--- src/rtl/nfca_pkg.sv ---
`default_nettype none
// ============================================================================
// Module   : nfca_pkg
// Brief    : ISO14443A receive constants and the byte-assembler state enum.
// Revision : 1.0 - initial release
// ============================================================================
package nfca_pkg;

  // Byte-assembler frame states
  typedef enum logic [1:0] {
    ST_IDLE = 2'd0,   // no bit received yet in this frame
    ST_DATA = 2'd1,   // collecting data bits
    ST_PAR  = 2'd2,   // eight data bits held, parity bit expected
    ST_DONE = 2'd3    // frame closed, waiting for rx_on to drop
  } nfca_state_e;

  // Data bits per ISO14443A byte
  localparam logic [3:0] NFCA_DATA_BITS = 4'd8;

  // Odd parity: the XOR of the data bits and the parity bit equals this value
  localparam logic NFCA_PARITY_ODD = 1'b1;

endpackage : nfca_pkg
`default_nettype wire

--- src/rtl/nfca_rx_tobytes.sv ---
`default_nettype none
// ============================================================================
// Module   : nfca_rx_tobytes
// Brief    : Assembles ISO14443A parser bits (LSB first, odd parity after
//            each byte) into bytes and reports frame end, length and flags.
// Revision : 1.0 - initial release
// ============================================================================
module nfca_rx_tobytes
  import nfca_pkg::*;
#(
  parameter int MAX_BYTES = 64,
  parameter int LW        = $clog2(MAX_BYTES + 1)
) (
  input  logic          clk,
  input  logic          rst,
  input  logic          rx_on,
  input  logic          rx_bit_en,
  input  logic          rx_bit,
  input  logic          rx_end,
  input  logic          rx_end_col,
  input  logic          rx_end_err,
  output logic          rx_byte_en,
  output logic [7:0]    rx_byte,
  output logic [3:0]    rx_byte_nbits,
  output logic          rx_byte_parerr,
  output logic          rx_frame_end,
  output logic          rx_frame_col,
  output logic          rx_frame_err,
  output logic          rx_frame_parerr,
  output logic [LW-1:0] rx_frame_len
);

  localparam logic [LW-1:0] MAX_LEN = LW'(MAX_BYTES);
  localparam logic [LW-1:0] ONE_LEN = LW'(1);

  nfca_state_e   state_q, state_d;
  logic [3:0]    bitcnt_q, bitcnt_d;
  logic [7:0]    shreg_q, shreg_d;
  logic [LW-1:0] bytecnt_q, bytecnt_d;
  logic          sticky_q, sticky_d;

  logic          byte_en_q, byte_en_d;
  logic [7:0]    byte_q, byte_d;
  logic [3:0]    nbits_q, nbits_d;
  logic          byte_perr_q, byte_perr_d;
  logic          fend_q, fend_d;
  logic          fcol_q, fcol_d;
  logic          ferr_q, ferr_d;
  logic          fperr_q, fperr_d;
  logic [LW-1:0] flen_q, flen_d;

  logic          par_exp;
  logic          par_bad;
  logic          full;

  assign par_exp = (^shreg_q) ^ NFCA_PARITY_ODD;
  assign par_bad = (rx_bit != par_exp);
  // A further byte, complete or partial, would exceed the frame limit
  assign full    = (bytecnt_q == MAX_LEN);

  // Next-state and output computation; rx_end always wins over rx_bit_en
  always_comb begin
    state_d     = state_q;
    bitcnt_d    = bitcnt_q;
    shreg_d     = shreg_q;
    bytecnt_d   = bytecnt_q;
    sticky_d    = sticky_q;
    byte_en_d   = 1'b0;
    byte_d      = byte_q;
    nbits_d     = nbits_q;
    byte_perr_d = byte_perr_q;
    fend_d      = 1'b0;
    fcol_d      = fcol_q;
    ferr_d      = ferr_q;
    fperr_d     = fperr_q;
    flen_d      = flen_q;

    if (!rx_on) begin
      // Flush: discard any frame in progress without pulsing outputs
      state_d   = ST_IDLE;
      bitcnt_d  = 4'd0;
      shreg_d   = 8'd0;
      bytecnt_d = '0;
      sticky_d  = 1'b0;
    end else begin
      unique case (state_q)
        ST_IDLE: begin
          if (rx_end) begin
            fend_d  = 1'b1;
            fcol_d  = rx_end_col;
            ferr_d  = rx_end_err;
            fperr_d = 1'b0;
            flen_d  = '0;
            state_d = ST_DONE;
          end else if (rx_bit_en) begin
            shreg_d  = {7'd0, rx_bit};
            bitcnt_d = 4'd1;
            state_d  = ST_DATA;
          end
        end

        ST_DATA: begin
          if (rx_end) begin
            fend_d  = 1'b1;
            fcol_d  = rx_end_col;
            ferr_d  = rx_end_err;
            fperr_d = sticky_q;
            flen_d  = bytecnt_q;
            state_d = ST_DONE;
            if (bitcnt_q != 4'd0) begin
              if (full) begin
                // Partial byte beyond the limit is dropped as an overflow
                ferr_d = 1'b1;
              end else begin
                byte_en_d   = 1'b1;
                byte_d      = shreg_q;
                nbits_d     = bitcnt_q;
                byte_perr_d = 1'b0;
                flen_d      = bytecnt_q + ONE_LEN;
              end
            end
          end else if (rx_bit_en) begin
            shreg_d[bitcnt_q[2:0]] = rx_bit;
            bitcnt_d = bitcnt_q + 4'd1;
            if (bitcnt_q == NFCA_DATA_BITS - 4'd1) begin
              state_d = ST_PAR;
            end
          end
        end

        ST_PAR: begin
          if (rx_end) begin
            fend_d  = 1'b1;
            fcol_d  = rx_end_col;
            ferr_d  = rx_end_err;
            fperr_d = sticky_q;
            flen_d  = bytecnt_q;
            state_d = ST_DONE;
            if (full) begin
              ferr_d = 1'b1;
            end else begin
              // Missing parity bit counts as a parity error
              byte_en_d   = 1'b1;
              byte_d      = shreg_q;
              nbits_d     = NFCA_DATA_BITS;
              byte_perr_d = 1'b1;
              fperr_d     = 1'b1;
              flen_d      = bytecnt_q + ONE_LEN;
            end
          end else if (rx_bit_en) begin
            if (full) begin
              // Overflow abort: no byte, error-flagged frame end
              fend_d  = 1'b1;
              fcol_d  = 1'b0;
              ferr_d  = 1'b1;
              fperr_d = sticky_q;
              flen_d  = MAX_LEN;
              state_d = ST_DONE;
            end else begin
              byte_en_d   = 1'b1;
              byte_d      = shreg_q;
              nbits_d     = NFCA_DATA_BITS;
              byte_perr_d = par_bad;
              sticky_d    = sticky_q | par_bad;
              bytecnt_d   = bytecnt_q + ONE_LEN;
              bitcnt_d    = 4'd0;
              shreg_d     = 8'd0;
              state_d     = ST_DATA;
            end
          end
        end

        ST_DONE: begin
          // Frame closed; only rx_on=0 reopens reception
        end

        default: state_d = ST_IDLE;
      endcase
    end
  end

  // State, counters and registered outputs with asynchronous reset
  always_ff @(posedge clk or posedge rst) begin
    if (rst) begin
      state_q     <= ST_IDLE;
      bitcnt_q    <= 4'd0;
      shreg_q     <= 8'd0;
      bytecnt_q   <= '0;
      sticky_q    <= 1'b0;
      byte_en_q   <= 1'b0;
      byte_q      <= 8'd0;
      nbits_q     <= 4'd0;
      byte_perr_q <= 1'b0;
      fend_q      <= 1'b0;
      fcol_q      <= 1'b0;
      ferr_q      <= 1'b0;
      fperr_q     <= 1'b0;
      flen_q      <= '0;
    end else begin
      state_q     <= state_d;
      bitcnt_q    <= bitcnt_d;
      shreg_q     <= shreg_d;
      bytecnt_q   <= bytecnt_d;
      sticky_q    <= sticky_d;
      byte_en_q   <= byte_en_d;
      byte_q      <= byte_d;
      nbits_q     <= nbits_d;
      byte_perr_q <= byte_perr_d;
      fend_q      <= fend_d;
      fcol_q      <= fcol_d;
      ferr_q      <= ferr_d;
      fperr_q     <= fperr_d;
      flen_q      <= flen_d;
    end
  end

  assign rx_byte_en      = byte_en_q;
  assign rx_byte         = byte_q;
  assign rx_byte_nbits   = nbits_q;
  assign rx_byte_parerr  = byte_perr_q;
  assign rx_frame_end    = fend_q;
  assign rx_frame_col    = fcol_q;
  assign rx_frame_err    = ferr_q;
  assign rx_frame_parerr = fperr_q;
  assign rx_frame_len    = flen_q;

endmodule : nfca_rx_tobytes
`default_nettype wire

--- config.mk ---
export PLATFORM = sky130hd
export DESIGN_NAME = nfca_rx_tobytes
export DESIGN_NICKNAME = d
export VERILOG_FILES = /design/src/rtl/nfca_pkg.sv /design/src/rtl/nfca_rx_tobytes.sv
export SDC_FILE = /design/constraint.sdc
export NUM_CORES = 1
export LEC_CHECK = 0
export ABC_CLOCK_PERIOD_IN_PS = 2850
export BUFFER_PORTS_ARGS = -buffer_cell sky130_fd_sc_hd__buf_2
export CAP_MARGIN = 20
export CORE_MARGIN = 1.5
export CORE_UTILIZATION = 58
export DETAILED_ROUTE_END_ITERATION = 12
export PLACE_DENSITY = 0.87
export SLEW_MARGIN = 10
export SYNTH_ARGS = -nofsm -noshare
export SYNTH_HDL_FRONTEND = slang
export SYNTH_SLANG_ARGS = --single-unit
--- constraint.sdc ---
create_clock -name clk -period 2.85 [get_ports clk]
set_clock_uncertainty 0.15 [all_clocks]
set_input_delay 0.285 -clock clk [delete_from_list [all_inputs] [get_ports clk]]
set_output_delay 0.285 -clock clk [all_outputs]
set_load 0.01 [all_outputs]
==> run metrics <==
class of the tightest hold or removal check in -> reg; input/output buffers 32; detailed router's first-iteration violation count 254; via count of the first global-routing pass 2,139; uppermost layer routed met4; Core Footprint 4660 sq um; leading area contributor after synthesis sky130_fd_sc_hd__dfrtp_1; Setup-failing EPs final 0; TritonCTS clock tree yes; area enclosed by the die boundary 5230 sq um; combinational family with the most area after synthesis simple AND/OR/NAND/NOR gates; total of flip-flops plus latches after synthesis 47; post-synthesis mux area share 6.83%; cell total after placement 359; GR Overflow Total 0; async set or reset register ratio after synthesis 100%; proportion of total power due to net switching 37.2%; most numerous cell in the Yosys netlist sky130_fd_sc_hd__dfrtp_1; share of final-layout standard cells stronger than drive strength 1 25.4%; simple logic cell fraction of the synthesized area 19.5%; synthesized cell area 2790 sq um; count of clock tree sinks 47; largest net degree at the start of global routing 48; number of flops mapped to enable cells by yosys 0; clock transition at the registers of the reported paths 0.08 ns; period utilization 85.4%; Internal Power 1.38 mW; cell-by-cell listing of the critical path inv_1 > ha_1 > nor3b_2 > nand2_1 > and4_1 > nand2_2 > mux2_2; area growth from synthesis to final layout 12.1%; compound-gate portion of the synthesized area 18.9%; synth warn 0; number of instances in the synthesized netlist 279; Post-CTS Setup Bufs 0; peak supply drop 0.356 mV; buffer cell driving the clock tree root sky130_fd_sc_hd__clkbuf_8; P_leak 1.52 nW; total vias in the final route 2,272; post-layout total power 2.20 mW; CP startpoint kind flop; Slew HR 66.0%; wire length after detailed routing 6.15 mm; commonest cells in the netlist sky130_fd_sc_hd__dfrtp_1, sky130_fd_sc_hd__nand2_1, sky130_fd_sc_hd__a21oi_1, sky130_fd_sc_hd__nor2_1, sky130_fd_sc_hd__o21ai_0; CP Max Fanout 8; number of placed I/O pins 33; count of cell types in the netlist 60; setup repair after global routing missed its margin false; routed vias/inst 6.16; leading post-synthesis cells by cell area sky130_fd_sc_hd__dfrtp_1, sky130_fd_sc_hd__a21oi_1, sky130_fd_sc_hd__ha_1; Post-Syn Nets 295; fraction of the yosys area taken by sequential cells 42.2%; clock latency of the later-clocked register in the worst-skew pair 0.30 ns; main flop type after synthesis sky130_fd_sc_hd__dfrtp_1; max-cap violation count 0; die span in y 72.3 um; run status finished clean; critical path class reg -> reg; Gate power share 40.1%; sequential share of power 37.0%; Synth Area per Inst 9.98 sq um; data arrival time of the critical path 2.48 ns; met2 WL post-DR 2.88 mm; DIE WIDTH 72.3 um; filler-free cell count of the finished design 369; DRC violations left 0; Worst Setup End Kind flop; number of antenna diodes 0; length of routed met3 wiring 366 um; total clock buffers created by CTS 5; antenna violations before repair 0; buffer levels on the longest clock path 2; global-route wire length before repair 10.1 mm; HPWL Detailed 4.56 mm; first drt pass iteration count 4; total routing resource utilization after global routing 24.8%; worst-path cell with the longest stage delay sky130_fd_sc_hd__dfrtp_1; sum of negative setup slack 0 ns; Fmax 0.411 GHz; Initial Utilization 59.8%; last weighted congestion value of the routability-driven placer 1.04; power per standard cell area 704 nW/um^2; utilization after layout 67.0%; cell area after placement 2960 sq um; max-slew violation total from the final report 0; depth of the CTS H-tree 2; net switching power of the design 0.818 mW; area share of the leading cell type in the synthesized netlist 42.2%; share of total power in the clock network 22.9%; xor/xnor cell area share of the yosys netlist 3.64%; slowest stage delay, CP 0.48 ns; transition at the pin with the smallest max-transition slack 0.509 ns; final critical delay including setup and external delays 2.43 ns; # nets final 330; final hold violation count 0; cell row count 25; length of routed wiring on met1 2.84 mm; post-synthesis share of cell area spent on full adders, half adders and majority gates 3.59%; final instance area 3120 sq um; post-route antenna net violation count 0; required time worst endpoint 2.89 ns; detailed-route wire length per cell 16.7 um
-- worst paths after layout --
path                                                    from                            to  slack, ns  cells past startpoint
worst min-delay path                              rx_end_col      rx_frame_col$_DFFE_PP0P_       0.19                      3
worst min register to register  rx_byte_nbits[0]$_DFFE_PP0P_  rx_byte_nbits[0]$_DFFE_PP0P_       0.33                      1
max in group asynchronous                                rst        shreg_q[0]$_DFFE_PP0P_       1.66                      4
min in group asynchronous                                rst    rx_byte_parerr$_DFFE_PP0P_       0.40                      3
worst max register to register       bitcnt_q[0]$_DFFE_PP0P_        rx_byte[1]$_DFFE_PP0P_       0.42                      7
worst max-delay path                 bitcnt_q[0]$_DFFE_PP0P_        rx_byte[1]$_DFFE_PP0P_       0.42                      7
-- worst max-delay path, delay by kind of cell (launching register included) --
family / cells / cell delay, ns
flip-flops: 1 / 0.48
adder cells (fa/ha/maj): 1 / 0.18
AND/OR/NAND/NOR: 4 / 1.01
buffers and inverters: 1 / 0.16
multiplexers: 1 / 0.36
-- flip-flops by register name, summed over array words and instances, names as in the netlist --
signal           count
rx_byte              8
shreg_q              8
bytecnt_q            7
rx_frame_len         7
bitcnt_q             4
rx_byte_nbits        4
state_q              2
rx_byte_en           1
rx_byte_parerr       1
rx_frame_col         1
rx_frame_end         1
rx_frame_err         1
rx_frame_parerr      1
sticky_q             1
-- layout make-up --
cell class | count | area (sq um)
Multi-Input combinational cell | 207 | 1470
Timing Repair Buffer | 41 | 250
Inverter | 12 | 45.0
Fill cell | 386 | 1540
Clock inverter | 2 | 35.0
Sequential cell | 47 | 1180
Tap cell | 54 | 67.6
Clock buffer | 6 | 82.6
-- logic make-up (layout without fill, tap and decap cells) --
logic type,Yosys count,after routing
mux,18,18
compound gates,74,74
buf+inv,25,61
xor+xnor,10,10
fa+ha+maj,8,8
flops,47,47
simple gates,97,97
-- layout by cell type (no fill, tap or decap), types with 2 or more instances in the layout --
| master | count |
|---|---|
| sky130_fd_sc_hd__a211o_1 | 2 |
| sky130_fd_sc_hd__a21boi_0 | 2 |
| sky130_fd_sc_hd__a21o_1 | 3 |
| sky130_fd_sc_hd__a21oi_1 | 21 |
| sky130_fd_sc_hd__a22o_2 | 7 |
| sky130_fd_sc_hd__a31oi_1 | 4 |
| sky130_fd_sc_hd__and2_1 | 2 |
| sky130_fd_sc_hd__and3_1 | 3 |
| sky130_fd_sc_hd__and4_1 | 4 |
| sky130_fd_sc_hd__buf_2 | 32 |
| sky130_fd_sc_hd__buf_4 | 7 |
| sky130_fd_sc_hd__clkbuf_8 | 6 |
| sky130_fd_sc_hd__dfrtp_1 | 47 |
| sky130_fd_sc_hd__ha_1 | 8 |
| sky130_fd_sc_hd__inv_1 | 11 |
| sky130_fd_sc_hd__mux2_2 | 8 |
| sky130_fd_sc_hd__mux2i_1 | 10 |
| sky130_fd_sc_hd__nand2_1 | 22 |
| sky130_fd_sc_hd__nand2_2 | 2 |
| sky130_fd_sc_hd__nand2b_1 | 2 |
| sky130_fd_sc_hd__nand3_1 | 8 |
| sky130_fd_sc_hd__nand3b_1 | 2 |
| sky130_fd_sc_hd__nand4_1 | 4 |
| sky130_fd_sc_hd__nor2_1 | 21 |
| sky130_fd_sc_hd__nor2b_1 | 3 |
| sky130_fd_sc_hd__nor3_1 | 5 |
| sky130_fd_sc_hd__nor3b_1 | 2 |
| sky130_fd_sc_hd__nor4_1 | 3 |
| sky130_fd_sc_hd__o211ai_1 | 2 |
| sky130_fd_sc_hd__o21a_1 | 2 |
| sky130_fd_sc_hd__o21ai_0 | 16 |
| sky130_fd_sc_hd__o221ai_1 | 2 |
| sky130_fd_sc_hd__o2bb2ai_1 | 2 |
| sky130_fd_sc_hd__or3_1 | 2 |
| sky130_fd_sc_hd__xnor2_1 | 6 |
| sky130_fd_sc_hd__xor2_1 | 3 |
-- power groups by stage --
stage | Sequential [mW] | Clock, mW | Combinational, mW
after floorplan | 0.843 | 0 | 0.622
after global placement | 0.821 | 0 | 0.847
after detailed placement | 0.825 | 0 | 0.861
after CTS | 0.813 | 0.513 | 0.867
after global routing | 0.824 | 0.530 | 0.959
final | 0.814 | 0.504 | 0.882
-- per-stage QoR --
stage | setup slack [ns] | hold slack, ns
floorplan | 0.586 | 0.313
global placement | 0.362 | 0.307
detailed placement | 0.314 | 0.310
CTS | 0.292 | 0.0881
global route | 0.225 | 0.210
finish | 0.416 | 0.195
-- layer usage --
metal  up-vias  global-route usage [%]
li1       1080                       -
met1      1106                    35.4
met5         -                       0
met4         0                    6.29
met2        79                    39.8
met3         7                    3.75
-- timing repair --
action                                  CTS  global route
endpoints found under the setup margin    0             8
hold buffers                              0             1
gates resized for setup                   0             1
hold endpoints to repair                  0            22
Power figures use the tool's default switching activity.
